File: config.mk
export PLATFORM = sky130hd
export DESIGN_NAME = fetch_r32i
export DESIGN_NICKNAME = d
export VERILOG_FILES = /design/src/rtl/fetch_r32i.sv
export SDC_FILE = /design/constraint.sdc
export NUM_CORES = 1
export LEC_CHECK = 0
export CAP_MARGIN = 5
export CORE_ASPECT_RATIO = 1.4
export CORE_MARGIN = 2
export CORE_UTILIZATION = 36
export CTS_BUF_LIST = sky130_fd_sc_hd__clkbuf_4 sky130_fd_sc_hd__clkbuf_8
export CTS_CLUSTER_DIAMETER = 150
export CTS_CLUSTER_SIZE = 20
export DETAILED_ROUTE_END_ITERATION = 8
export GPL_TIMING_DRIVEN = 0
export HOLD_SLACK_MARGIN = 0.05
export PLACE_DENSITY_LB_ADDON = 0.2
export SLEW_MARGIN = 25
export SYNTH_ARGS = -nofsm -noshare
export SYNTH_HDL_FRONTEND = slang
export SYNTH_SLANG_ARGS = --single-unit
export TNS_END_PERCENT = 20
File: constraint.sdc
create_clock -name clock -period 2.2 [get_ports clock]
set_clock_uncertainty 0.15 [all_clocks]
set_input_delay 0.44 -clock clock [delete_from_list [all_inputs] [get_ports clock]]
set_output_delay 0.44 -clock clock [all_outputs]
set_load 0.05 [all_outputs]
File: src/rtl/fetch_r32i.sv
//==============================================================================
// Module   : fetch_r32i
// Purpose  : RISCV32I instruction fetch stage. Samples the PC, issues word
//            reads to program memory over a req/ack handshake and buffers the
//            returned instructions in a 2-entry FIFO for decode.
//            Taken-branch flushes discard buffered and in-flight instructions.
// Revision : 1.0 - initial release
//
// Ports
//   clock       in   rising-edge clock
//   reset       in   asynchronous active-low reset
//   ProgAddr    in   current PC
//   Flush       in   taken-branch pulse (PC loads target on the same edge)
//   PCAdvance   out  combinational; PC steps by 4 on this edge
//   MemReq      out  registered read request
//   MemAddr     out  registered word-aligned read address
//   MemAck      in   request accepted, MemData valid this cycle
//   MemData     in   returned instruction word
//   InstrValid  out  FIFO head valid
//   InstrReady  in   decode accepts the head
//   Instr       out  FIFO head instruction
//   InstrAddr   out  address of Instr
//   FetchFault  out  sticky misaligned-fetch flag
//
// Build option
//   FETCH_MISALIGN_CHECK_EN : when defined, a misaligned PC seen in IDLE sets
//                             FetchFault and blocks further requests. When
//                             undefined, ProgAddr[1:0] is ignored and
//                             FetchFault is tied low.
//==============================================================================
`timescale 1ns/1ps
`default_nettype none

module fetch_r32i #(
  parameter int dataW = 32
) (
  input  logic             clock,
  input  logic             reset,
  input  logic [dataW-1:0] ProgAddr,
  input  logic             Flush,
  output logic             PCAdvance,
  output logic             MemReq,
  output logic [dataW-1:0] MemAddr,
  input  logic             MemAck,
  input  logic [dataW-1:0] MemData,
  output logic             InstrValid,
  input  logic             InstrReady,
  output logic [dataW-1:0] Instr,
  output logic [dataW-1:0] InstrAddr,
  output logic             FetchFault
);

  typedef enum logic [1:0] {
    IDLE = 2'd0,
    WAIT = 2'd1,
    DROP = 2'd2
  } state_t;

  state_t           state;
  logic             fault;
  logic             misaligned;
  logic             issue;
  logic             push;
  logic             pop;

  // FIFO storage: address and instruction per entry
  logic [dataW-1:0] fifo_addr [2];
  logic [dataW-1:0] fifo_data [2];
  logic             wr_ptr;
  logic             rd_ptr;
  logic [1:0]       count;

`ifdef FETCH_MISALIGN_CHECK_EN
  assign misaligned = (ProgAddr[1:0] != 2'b00);
`else
  logic unused_pc_low;
  assign misaligned    = 1'b0;
  assign unused_pc_low = ^ProgAddr[1:0];
`endif

  // Only IDLE issues, so nothing is in flight when count is compared here;
  // a returning word can therefore never find the FIFO full.
  assign issue = (state == IDLE) && !Flush && !fault && !misaligned && (count < 2'd2);

  // A flush in the ack cycle kills both the push and the PC step.
  assign PCAdvance = (state == WAIT) && MemAck && !Flush;
  assign push      = PCAdvance;
  assign pop       = InstrValid && InstrReady;

  //--------------------------------------------------------------------------
  // Request FSM
  //--------------------------------------------------------------------------
  always_ff @(posedge clock or negedge reset) begin
    if (!reset) begin
      state   <= IDLE;
      MemReq  <= 1'b0;
      MemAddr <= '0;
    end else begin
      case (state)
        IDLE: begin
          if (issue) begin
            MemAddr <= {ProgAddr[dataW-1:2], 2'b00};
            MemReq  <= 1'b1;
            state   <= WAIT;
          end
        end
        WAIT: begin
          // Ack ends the transaction whether or not it is flushed; a flush
          // without ack must still wait out the memory in DROP.
          if (MemAck) begin
            MemReq <= 1'b0;
            state  <= IDLE;
          end else if (Flush) begin
            state  <= DROP;
          end
        end
        DROP: begin
          if (MemAck) begin
            MemReq <= 1'b0;
            state  <= IDLE;
          end
        end
        default: begin
          MemReq <= 1'b0;
          state  <= IDLE;
        end
      endcase
    end
  end

  //--------------------------------------------------------------------------
  // Sticky misaligned-fetch fault
  //--------------------------------------------------------------------------
`ifdef FETCH_MISALIGN_CHECK_EN
  always_ff @(posedge clock or negedge reset) begin
    if (!reset) begin
      fault <= 1'b0;
    end else if ((state == IDLE) && !Flush && misaligned) begin
      fault <= 1'b1;
    end
  end
`else
  assign fault = 1'b0;
`endif

  assign FetchFault = fault;

  //--------------------------------------------------------------------------
  // 2-entry instruction FIFO
  //--------------------------------------------------------------------------
  always_ff @(posedge clock or negedge reset) begin
    if (!reset) begin
      wr_ptr <= 1'b0;
      rd_ptr <= 1'b0;
      count  <= 2'd0;
      for (int i = 0; i < 2; i++) begin
        fifo_addr[i] <= '0;
        fifo_data[i] <= '0;
      end
    end else if (Flush) begin
      // Flush wins over any same-cycle push or pop.
      wr_ptr <= 1'b0;
      rd_ptr <= 1'b0;
      count  <= 2'd0;
    end else begin
      if (push) begin
        fifo_addr[wr_ptr] <= MemAddr;
        fifo_data[wr_ptr] <= MemData;
        wr_ptr            <= ~wr_ptr;
      end
      if (pop) begin
        rd_ptr <= ~rd_ptr;
      end
      case ({push, pop})
        2'b10:   count <= count + 2'd1;
        2'b01:   count <= count - 2'd1;
        default: count <= count;
      endcase
    end
  end

  // Head outputs come straight from registers; InstrReady only affects
  // the next-state pointers.
  assign InstrValid = (count != 2'd0);
  assign Instr      = fifo_data[rd_ptr];
  assign InstrAddr  = fifo_addr[rd_ptr];

endmodule

`default_nettype wire

Word-level counts from Yosys, hierarchy flattened
Cells that the tools add are included.
{"block": "word_totals", "regBits": 165, "latch_bits": 0, "ram_bits": 0, "romBits": 0, "inputBits": 69, "output_inout_bits": 100, "word_cells": 70, "memories": 0}
{"block": "classes", "add_sub_neg": 2, "multipliers": 0, "div_mod_pow": 0, "magnitude_cmp": 4, "eq_ne": 8, "shift": 0, "muxes": 24, "bitwise_logic": 5, "reduce_logical": 17}
{"op": "two-way mux 32 bit", "count": 7}
{"op": "bitwise mux 64 bit", "count": 2}
{"op": "demux 32 bit (select 1 bit)", "count": 1}
{"op": "two-way mux 2 bit", "count": 5}
{"op": "logical AND 1 bit", "count": 6}
{"op": "two-way mux 1 bit", "count": 6}
{"op": "one-hot mux 2 bit (3 select lines)", "count": 1}
{"op": "AND reduction 2 bit", "count": 3}
{"op": "nonzero test 2 bit", "count": 3}
{"op": "== test 2 x 1 -> 1 bit (second input constant)", "count": 2}
{"op": "== test 2 bit (second input constant)", "count": 2}
{"op": "greater-or-equal comparator 2 bit (second input constant)", "count": 2}
{"op": "!= test 2 bit (second input constant)", "count": 2}
{"op": "inverter 1 -> 2 bit", "count": 2}
{"op": "one-hot mux 2 bit (2 select lines)", "count": 1}
{"op": "!= test 3 bit (second input constant)", "count": 1}
{"op": "inverter 1 bit", "count": 3}
{"op": "AND reduction 3 bit", "count": 1}
{"op": "nonzero test 3 bit", "count": 1}
{"op": "adder 2 x 1 -> 2 bit (second input constant)", "count": 1}
{"op": "zero test 2 bit", "count": 1}
{"op": "less-than comparator 2 x 1 -> 1 bit (second input constant)", "count": 1}
{"op": "less-than comparator 2 bit (second input constant)", "count": 1}
{"op": "!= test 2 x 1 -> 1 bit (second input constant)", "count": 1}
{"op": "4 further kinds", "count": 4}

Longest topological paths before layout
{"block": "logic_depth", "depth_word": 6, "mapped_depth": 6, "depth_no_buf": 5}

Worst setup path before layout
Ideal clock, no wire load.
{"block": "synth_timing", "path_kind": "reg-to-reg", "start": "register state[1]", "end": "register fifo_addr[14] (netlist bit)", "setup_ns": 0.127, "arrival_ns": 1.885, "t_required_ns": 1.923, "path_slack_ns": 0.038, "stages_incl_launch_ff": 7, "n_path_buf": 1, "period_less_slack_ns": 2.162, "path_cell_list": "dfrtp_1 inv_1 ha_1 and3b_1 nand2_4 buf_6 mux2_1"}
{"block": "synth_via", "elab_chain_len": 4}
{"element": "start: declaration", "line": "59", "text": "state_t state;"}
{"element": "start signal: assignment", "line": "95", "text": "state <= IDLE;"}
{"element": "start signal: assignment", "line": "104", "text": "state <= WAIT;"}
{"element": "start signal: assignment", "line": "112", "text": "state <= IDLE;"}
{"element": "== test 2 x 1 -> 1 bit", "line": "86", "text": "assign PCAdvance = (state == WAIT) && MemAck && !Flush;"}
{"element": "logical AND 1 bit (2 in a row)", "line": "86"}
{"element": "net PCAdvance", "line": "41", "text": "output logic PCAdvance,"}
{"element": "AND reduction 2 bit (no line)"}
{"element": "end signal: indexed assignment", "line": "167", "text": "fifo_addr[wr_ptr] <= MemAddr;"}
{"element": "end: declaration", "line": "67", "text": "logic [dataW-1:0] fifo_addr [2];"}
The timed path passes the listed nets, and every way through them passes these cells.
A chain may end at the register's enable or synchronous reset.

Worst setup path after layout
{"block": "layout_timing", "start": "register rd_ptr", "end": "output port InstrAddr[16]"}
{"block": "layout_via", "elab_chain_len": 4}
{"element": "start: declaration", "line": "70", "text": "logic rd_ptr;"}
{"element": "start signal: assignment", "line": "172", "text": "rd_ptr <= ~rd_ptr;"}
{"element": "inverter 1 -> 2 bit (not written as such)", "line": "186", "text": "assign InstrAddr = fifo_addr[rd_ptr];"}
{"element": "two-way mux 32 bit (not written as such) (3 in a row)", "line": "186"}
{"element": "end: declaration", "line": "49", "text": "output logic [dataW-1:0] InstrAddr,"}
Every way passes these cells. The select of a mux whose other input is x is not followed.

==> impl_metrics.py <==
metrics = {
    "status": {
        "status": "complete, but fails checks",
        "violations": "setup timing",
    },
    "setup_path": {
        "worst-endpoint-required_ns": 1.61,
        "critical_path.max_stage_delay_ns": 0.38,
        "r2r_start": "state[0]",
        "r2r_setup_slack_ns": 0.15,
        "critical_path_class": "flip-flop to primary output",
        "crit_path_cell_trace": "buf_12 -> buf_12 -> mux2_2 -> buf_6",
        "arrival_ns": 1.68,
        "depth_of_the_worst_register_to_register_path": 6,
        "slowest_cell_on_crit_path": "dfrtp_1",
        "crit_start_category": "flip-flop",
        "path_max_fanout": 10,
        "dominant_cell_type_by_count_on_the_critical_path": "buf_12",
        "crit_path_end_kind": "primary output",
        "terminus_of_the_critical_flop_to_flop_path": "MemAddr[16]",
    },
    "yosys": {
        "yosys_register_bits": 161,
        "post-synth-top-count-cell": "mux2_2",
        "synth_largest_area_cell": "dfrtp_1",
        "ys_top_cells_by_area": "dfrtp_1 (58%), mux2_2 (30%), mux2_1 (5.3%)",
        "seq_area_frac_synth_pct": 57.73,
        "average_cell_area_after_synthesis_um2": 15.61,
        "ys_dominant_reg_cell": "dfrtp_1",
        "synth.top_cell.area_share_pct": 57.73,
        "synth.cell_area_um2": 6979,
        "async_reset_ff_share_pct": 100.0,
        "synth_cell_types": 32,
        "post_synth_most_frequent_cells": "mux2_2 (183), dfrtp_1 (161), mux2_1 (33)",
        "ys.warnings.count": 0,
        "synth-edff-count": 0,
        "netlist_instances": 447,
    },
    "drt": {
        "wl_per_cell_um": 17.60,
        "finalWirelength_um": 15770,
        "starting_drt_drc_count": 149,
        "drt_pass_1_iters": 4,
        "detailroute.via_count": 4280,
        "remaining_drc_errors": 0,
        "post_drt_via_cell_ratio": 4.777,
        "post_drt_antenna_nets": 0,
    },
    "clocking": {
        "clock_latency_ns": 0.45,
        "clk_pin_slew_worst_paths_ns": 0.09,
        "htree_levels": 4,
        "ctsRootBufferMaster": "clkbuf_8",
        "cts_buffer_depth": 2,
        "cts_bufs_inserted": 17,
        "sinks_on_the_clock_net": 161,
        "clock_tree_from_tritoncts": "yes",
    },
    "power_and_ir_drop": {
        "p_sw_mw": 6.996,
        "irDropWorstVdd_mv": 0.7986,
        "power_frac_seq_pct": 32.7,
        "p_clk_share_pct": 12.9,
        "switching_share_pct": 44.29,
        "share_comb_of_total_power_pct": 54.4,
        "pwr_density_cell_nw_per_um2": 1649,
        "internal_power_mw": 8.802,
        "p_leak_nw": 4.318,
    },
    "grt": {
        "wire_length_of_the_first_global_routing_pass_um": 24980,
        "first_global_vias": 4633,
        "grt_start_max_net_pins": 88,
        "global_route.overflow_total": 0,
        "globalRouteTotalUtil_pct": 16.08,
        "number_of_antenna_violations_at_the_first_check_in_global_routing": 0,
    },
    "place": {
        "gp_congestion": 0.6822,
        "io_buffers": 160,
        "post-dp-hpwl_um": 11250,
        "placed_cell_area_um2": 8939,
        "dp.cells": 860,
    },
    "floorplan": {
        "chipWidth_um": 121.7,
        "die_h_um": 168.7,
        "placement_rows": 60,
        "floorplan.core_area_um2": 19140,
        "fp.dieArea_um2": 20530,
        "starting_density_pct": 36.46,
        "ios": 169,
    },
    "run": {
        "max_cap_viol_count": 0,
    },
    "cells_and_area": {
        "seqCellArea_um2": 4029,
        "final_net_count": 708,
        "postLayoutCellArea_um2": 9578,
        "insertedDiodeCount": 0,
        "multi_input_comb_area_um2": 2796,
        "final_cell_count_no_fill": 896,
        "layout-drive-gt1-share_pct": 49.54,
        "finalCoreUtilization_pct": 50.03,
        "layout_filler_cell_count": 1706,
        "layout-area-overhead-vs-synth_pct": 37.24,
    },
    "worst_hold_path": {
        "worstHoldEndpoint": "rd_ptr",
        "hold_path_startpoint": "Flush",
        "worst_hold_path_cell_count": 2,
        "worst_hold_path_type": "input pin to flip-flop",
    },
    "timing": {
        "rel_slew_slack_pct": 61.34,
        "maxClockFrequency_ghz": 0.4414,
        "holdWs_ns": 0.1843,
        "setup_viol": 60,
        "final.period_utilization_pct": 103.0,
        "worst_slew_pin_slew_ns": 0.5799,
        "grt_setup_unrepaired": "yes",
        "fin_tns_setup_ns": -2.269,
        "final_number_of_max_transition_violations": 0,
        "hold_violations": 0,
        "setup_ws_ns": -0.06550,
        "period_needed_ns": 2.266,
    },
}
## layer usage
metal | global-route usage (%) | up-vias | wire, um
li1 | - | 1972 | -
met1 | 18.75 | 2199 | 6453
met2 | 28.75 | 93 | 8511
met3 | 3.235 | 16 | 529
met4 | 6.297 | 0 | 278
met5 | 0 | - | 0
## power groups by stage
stage,combinational (mW),clock [mW],sequential [mW]
finish,8.59,2.05,5.16
global route,9.01,2.24,5.38
CTS,8.53,2.13,5.17
detailed placement,8.38,0,5.24
global placement,8.26,0,5.14
floorplan,4.88,0,6.01
## state kept, by name, indices dropped and copies added (netlist names)
signal     count
fifo_addr     60
MemReq         1
rd_ptr         1
count          2
wr_ptr         1
MemAddr       30
state          2
fifo_data     64
## logic make-up after synthesis
logic type      after synthesis  synth area share [%]
compound gates               14                 1.434
xor+xnor                      2                0.2510
fa+ha+maj                     4                0.7171
buf+inv                      33                 3.424
flops                       161                 57.73
mux                         216                 34.85
other cells                   1               0.05373
simple gates                 16                 1.542
## per-stage QoR
stage,power (mW),setup slack [ns]
global placement,13.40,-5.807
CTS,15.83,-0.1370
floorplan,10.89,0.03771
detailed placement,13.63,-0.8106
finish,15.80,-0.06550
global route,16.64,-0.1346
## placed cells by master (no fill, tap or decap), drive strengths merged
cell type	synthesis	layout
clkbuf	0	18
nand2	4	4
clkdlybuf4s50	0	64
o21ai	3	3
bufinv	0	1
o311a	1	1
dlygate4sd3	0	1
dfrtp	161	161
xor2	2	2
and3b	1	1
inv	5	9
clkinv	0	6
a211o	1	1
a221oi	1	1
o211ai	2	2
nor3	2	2
nand3b	1	1
clkinvlp	0	4
a22oi	1	1
nor2	2	2
nand2b	3	3
a22o	1	1
o21bai	1	1
conb	1	5
a21oi	2	2
mux2	216	216
or2	2	2
dlygate4sd2	0	32
ha	4	4
a31o	1	1
nor2b	1	1
buf	28	95
## timing repair
action	4_1_cts	5_1_grt
endpoints found under the setup margin	184	143
hold buffers	1	0
resized for setup	495	39
endpoints found under the hold margin	74	0
pin swaps	1	0
buffers inserted	1	2
## worst max-delay path by stage
stage | from | endpoint | slack (ns) | cells past startpoint
2_1_floorplan | state[1] | fifo_addr[14] | 0.04 | 6
3_3_place_gp | reset | fifo_data[26] | -5.81 | 1
3_5_place_dp | rd_ptr | InstrAddr[16] | -0.81 | 4
4_1_cts | rd_ptr | Instr[18] | -0.14 | 4
5_1_grt | rd_ptr | InstrAddr[16] | -0.13 | 4
6_report | rd_ptr | InstrAddr[16] | -0.07 | 4
## worst max-delay path: cells and delay by family (launching register included)
| family | cells | cell delay (ns) |
|---|---|---|
| multiplexers | 1 | 0.35 |
| buffers and inverters | 3 | 0.48 |
| flip-flops | 1 | 0.38 |
## final cells by class
cell class / instances / area share [%]
Inverter: 5 / 0.1960
Multi-Input combinational cell: 257 / 29.20
Timing Repair Buffer: 165 / 17.90
Clock inverter: 15 / 1.411
Clock buffer: 17 / 2.443
Sequential cell: 161 / 42.06
Tap cell: 248 / 3.240
Buffer: 28 / 3.553
Power figures use the tool's default switching activity.
==> edit 1, RTL diff (config.mk and constraints unchanged) <==
The option `FETCH_MISALIGN_CHECK_EN` is turned on by a define.
--- a/src/rtl/fetch_r32i.sv
+++ b/src/rtl/fetch_r32i.sv
@@ -31,4 +31,6 @@
 `timescale 1ns/1ps
 `default_nettype none
+
+`define FETCH_MISALIGN_CHECK_EN
 
 module fetch_r32i #(
Behaviour: not the same (Yosys sat finds a counterexample within 4 cycles, from zero or initial values and one cycle with reset low).
==> edit 1 against the unedited design <==
  * The flow still finishes with violations (negative setup slack)
  * Core utilization grew 0.54 points
  * Area after synthesis grew 0.36%
  * Count of clock-buffer cells in the layout grew 3
  * Maximum frequency shrank 1.8%
  * First-iteration DRC count shrank 12%
  * Power shrank 16%
  * Sequential cell count grew 1
  * Wire length grew 2.4%
  * Setup slack lost 0.041 ns
  * Cell count grew 0.33%
  * Critical endpoint is now Instr[27]
  * Die area grew 0.35%
  * Final area grew 1.1%
==> edit 1: results (changes against the unedited design) <==
| Metric | Value |
|---|---|
| Outcome | finished with violations (unchanged) |
| Failing checks | negative setup slack (unchanged) |
| Nets | 711 (was 708) |
| Seq/Total Area, Yosys | 57.9% (was 57.7%) |
| Dpl hpwl | 11200 µm (was 11300 µm) |
| Slew @ Worst Pin | 0.669 ns (was 0.580 ns) |
| Setup slack, reg-to-reg | 0.07 ns (was 0.15 ns) |
| Vias in the first global route | 4688 (was 4633) |
| Max FO, Critical Path | 6 (was 10) |
| Vias | 4299 (was 4280) |
| Top cells by area, synth | dfrtp_1 (58%), mux2_2 (34%), buf_6 (1.4%) (was dfrtp_1 (58%), mux2_2 (30%), mux2_1 (5.3%)) |
| Synth unique cells | 30 (was 32) |
| Slowest CP cell | dfrtp_2 (was dfrtp_1) |
| RePlAce Congestion | 0.733 (was 0.682) |
| Initial DRC count | 131 (was 149) |
| Synth cell count leaders | mux2_2 (210), dfrtp_1 (162), buf_4 (10), buf_6 (9), buf_2 (7) (was mux2_2 (183), dfrtp_1 (161), mux2_1 (33), buf_6 (12), buf_1 (6)) |
| First-pass GRT wire length | 25300 µm (was 25000 µm) |
| LEAKAGE | 4.66 nW (was 4.32 nW) |
| Routed wire per std cell | 18.0 µm (was 17.6 µm) |
| Pre-CTS setup slack | -0.597 ns (was -0.811 ns) |
| Filler cell count | 1731 (was 1706) |
| VDD IR-drop max | 0.682 mV (was 0.799 mV) |
| Largest net degree at the start of global routing | 89 (was 88) |
| Slack of the critical path | -0.106 ns (was -0.0655 ns) |
| IO Port Bufs | 163 (was 160) |
| Setup Viol. Count Final | 61 (was 60) |
| All-Layer GR Usage | 16.1% (about the same) |
| Total negative setup slack | -4.48 ns (was -2.27 ns) |
| Max incr delay on CP | 0.46 ns (was 0.38 ns) |
[edit 1: cell families after synthesis]
kind of cell / Yosys count / share of synthesized area [%]
multiplexers: 218 / 35.1
flip-flops: 162 / 57.9
buffers and inverters: 31 / 3.29
AND/OR/NAND/NOR: 20 / 1.80
AO/OA/AOI/OAI: 7 / 0.750
adder cells (fa/ha/maj): 4 / 0.715
XOR/XNOR: 3 / 0.375
other: 1 / 0.0535
[edit 1: final timing paths]
path	end	startpoint
setup reg to reg	fifo_addr[46]	state[1]
hold reg to reg	fifo_data[38]	fifo_data[38]
setup / recovery	Instr[27]	rd_ptr
max in group asynchronous	fifo_data[31]	reset
hold / removal	rd_ptr	Flush
min in group asynchronous	fifo_data[37]	reset
[edit 1: where the power goes]
group	switching, mW	internal, mW	total, mW
Clock	1.10	1.40	2.50
Combinational	3.55	2.64	6.19
Sequential	0.562	4.00	4.56
Total	5.21	8.04	13.2
[edit 1: per-stage QoR]
step           instances  hold WS (ns)  power (mW)  area, µm²
6_report             899         0.149        13.2       9680
5_1_grt              899         0.123        13.9       9680
4_1_cts              898         0.106        13.2       9530
3_5_place_dp         861         0.325        10.6       8990
3_3_place_gp         860         0.313        10.5       8960
2_1_floorplan        449      -0.00559        8.69       7020
[edit 1: final cells by class]
class | count | area [µm²] | area share [%]
Clock buffer | 20 | 256 | 2.65
Sequential cell | 162 | 4060 | 41.9
Inverter | 4 | 15.0 | 0.155
Timing Repair Buffer | 172 | 1700 | 17.6
Tap cell | 248 | 310 | 3.20
Buffer | 25 | 264 | 2.73
Clock inverter | 12 | 205 | 2.12
Multi-Input combinational cell | 256 | 2880 | 29.7
[edit 1: timing repair]
item | in CTS | in global routing
gates cloned | 0 | 1
resized for setup | 464 | 40
setup buffers | 5 | 1
endpoints found under the setup margin | 156 | 122
hold buffers | 1 | 0
endpoints found under the hold margin | 87 | 0
[edit 1: metal layers]
metal  routed length [µm]  track usage, %  vias up  share of wire [%]
met1                 6560            19.2     2229                 41
li1                     -               -     1951                  -
met2                 8590            27.9      109                 53
met3                  814            4.48       10                5.0
met5                    0               0        -                  0
met4                  193            5.00        0                1.2
==> edit 2, RTL diff (config.mk and constraints unchanged) <==
Without the edit above. Put a register stage on the output `FetchFault`, with the module's reset. The value now appears one clock later. The other outputs are not delayed to match.
--- a/src/rtl/fetch_r32i.sv
+++ b/src/rtl/fetch_r32i.sv
@@ -144,5 +144,11 @@
 `endif
 
-  assign FetchFault = fault;
+  always_ff @(posedge clock or negedge reset) begin
+    if (!reset) begin
+      FetchFault <= '0;
+    end else begin
+      FetchFault <= fault;
+    end
+  end
 
   //--------------------------------------------------------------------------
Check against the original RTL: equivalent (equiv_simple and equiv_induct, registers matched by name and starting in step).
==> edit 2 against the unedited design <==
  * Final area rose by 0.39%
  * Setup slack lost 0.0060 ns
  * Critical path type unchanged
  * Wire length rose by 1.0%
  * The run still ends with negative setup slack left
  * Core utilization is 0.20 points higher
  * Sequential share of layout area is 0.15 points lower
  * Sequential cell count unchanged
  * Power up 0.15%
  * Area after synthesis grew 0.22%
==> edit 2: results (changes against the unedited design) <==
| Metric | Value |
|---|---|
| Outcome | finished with violations (unchanged) |
| Failing checks | negative setup slack (unchanged) |
| First-pass GRT wire length | 25100 µm (was 25000 µm) |
| Largest register FFs | 64 (unchanged) |
| Initial DRC count | 163 (was 149) |
| Hold path cells | 2 (unchanged) |
| Vias | 4308 (was 4280) |
| Synth warnings | 0 (unchanged) |
| Setup slack, reg-to-reg | 0.13 ns (was 0.15 ns) |
| Top cells by area, synth | dfrtp_1 (58%), mux2_2 (33%), buf_6 (1.9%) (was dfrtp_1 (58%), mux2_2 (30%), mux2_1 (5.3%)) |
| Dpl hpwl | 11100 µm (was 11300 µm) |
| Reg clk slew, reported paths | 0.09 ns (about the same) |
| Cells after Synth | 447 (unchanged) |
| FF-to-FF path depth | 6 (unchanged) |
| Filler cell count | 1700 (was 1706) |
| Layout cell share with drive strength beyond 1 | 53.4% (was 49.5%) |
| Synth cell count leaders | mux2_2 (205), dfrtp_1 (161), buf_6 (12), mux2_1 (12), buf_2 (9) (was mux2_2 (183), dfrtp_1 (161), mux2_1 (33), buf_6 (12), buf_1 (6)) |
| CTS buffer count | 17 (unchanged) |
| Async SR Flop Fraction | 100% (unchanged) |
| ANT cells | 0 (unchanged) |
| Dpl cells | 860 (unchanged) |
| LEAKAGE | 4.32 nW (about the same) |
| VDD IR-drop max | 0.806 mV (was 0.799 mV) |
| Min-delay worst type | input port to register (unchanged) |
| Normalized max-slew margin | 60.5% (was 61.3%) |
| Slack of the critical path | -0.0715 ns (was -0.0655 ns) |
| Hold_ws | 0.105 ns (was 0.184 ns) |
| RePlAce Congestion | 0.714 (was 0.682) |
| Nets | 712 (was 708) |
| All-Layer GR Usage | 16.0% (was 16.1%) |
| Initial antenna violation count | 0 (unchanged) |
| Vias in the first global route | 4717 (was 4633) |
| Non-filler cells, final | 900 (was 896) |
| IO Port Bufs | 160 (unchanged) |
| Pre-CTS setup slack | -0.724 ns (was -0.811 ns) |
| Synth unique cells | 30 (was 32) |
| Clk_lat worst skew | 0.45 ns (about the same) |
| DP Area | 0.00895 mm² (was 0.00894 mm²) |
| CP Data Arrival Time | 1.68 ns (about the same) |
| WL final | 15900 µm (was 15800 µm) |
| Largest regs | fifo_data (64), fifo_addr (60), MemAddr (30) (unchanged) |
| Reg with most FFs | fifo_data (unchanged) |
| Root Driver | clkbuf_8 (unchanged) |
| First-pass DRT Iterations | 4 (unchanged) |
| Seq/Total Area, Yosys | 57.6% (was 57.7%) |
| Total negative setup slack | -2.75 ns (was -2.27 ns) |
| Clock tree buffer depth | 2 (unchanged) |
| Largest net degree at the start of global routing | 87 (was 88) |
| H-tree depth | 4 (unchanged) |
| Max FO, Critical Path | 10 (unchanged) |
| Setup Viol. Count Final | 61 (was 60) |
## edit 2: routing by layer
metal | track usage (%) | share of wire, % | vias up
li1 | - | - | 1972
met4 | 5.25 | 1.7 | 0
met2 | 28.6 | 54 | 92
met1 | 18.8 | 40 | 2226
met3 | 3.44 | 3.9 | 18
met5 | 0 | 0 | -
## edit 2: kinds of logic after synthesis
logic type,Yosys count,synth area share [%]
compound gates,14,1.40
xor+xnor,2,0.250
fa+ha+maj,4,0.716
buf+inv,33,3.54
flops,161,57.6
mux,217,34.9
other cells,1,0.0536
simple gates,15,1.50
## edit 2: final timing paths
check,start,to
max,rd_ptr,InstrAddr[18]
min,Flush,wr_ptr
max reg2reg,state[0],MemAddr[13]
min reg2reg,fifo_data[9],fifo_data[9]
max in group asynchronous,reset,fifo_addr[34]
min in group asynchronous,reset,MemAddr[27]
## edit 2: power breakdown
group	internal [mW]	total [mW]	leakage (nW)	switching [mW]
registers	4.36	5.17	1.99	0.812
logic	3.59	8.64	2.15	5.05
clock network	0.857	2.01	0.169	1.16
## edit 2: timing repair
action | 4_1_cts | 5_1_grt
buffers inserted | 3 | 3
cloned | 0 | 2
endpoints found under the hold margin | 75 | 0
setup endpoints to repair | 167 | 132
hold buffers | 1 | 0
pin swaps | 1 | 0
gates resized for setup | 395 | 139
## edit 2: cell type report
type                       count  area [µm²]  share of cell area, %
sequential                   161        4030                   41.9
inverter                       5        18.8                  0.195
timing repair buffer         170        1800                   18.7
clock buffer                  19         262                   2.72
clock inverter                13         101                   1.05
tap                          248         310                   3.23
multi-input combinational    257        2770                   28.8
buffer                        27         327                   3.40
## edit 2: critical path: stages, from the launching register on
cell and delay [ns]:
dfrtp_2 0.41, clkbuf_16 0.17, buf_12 0.14, mux2_2 0.35, buf_6 0.16
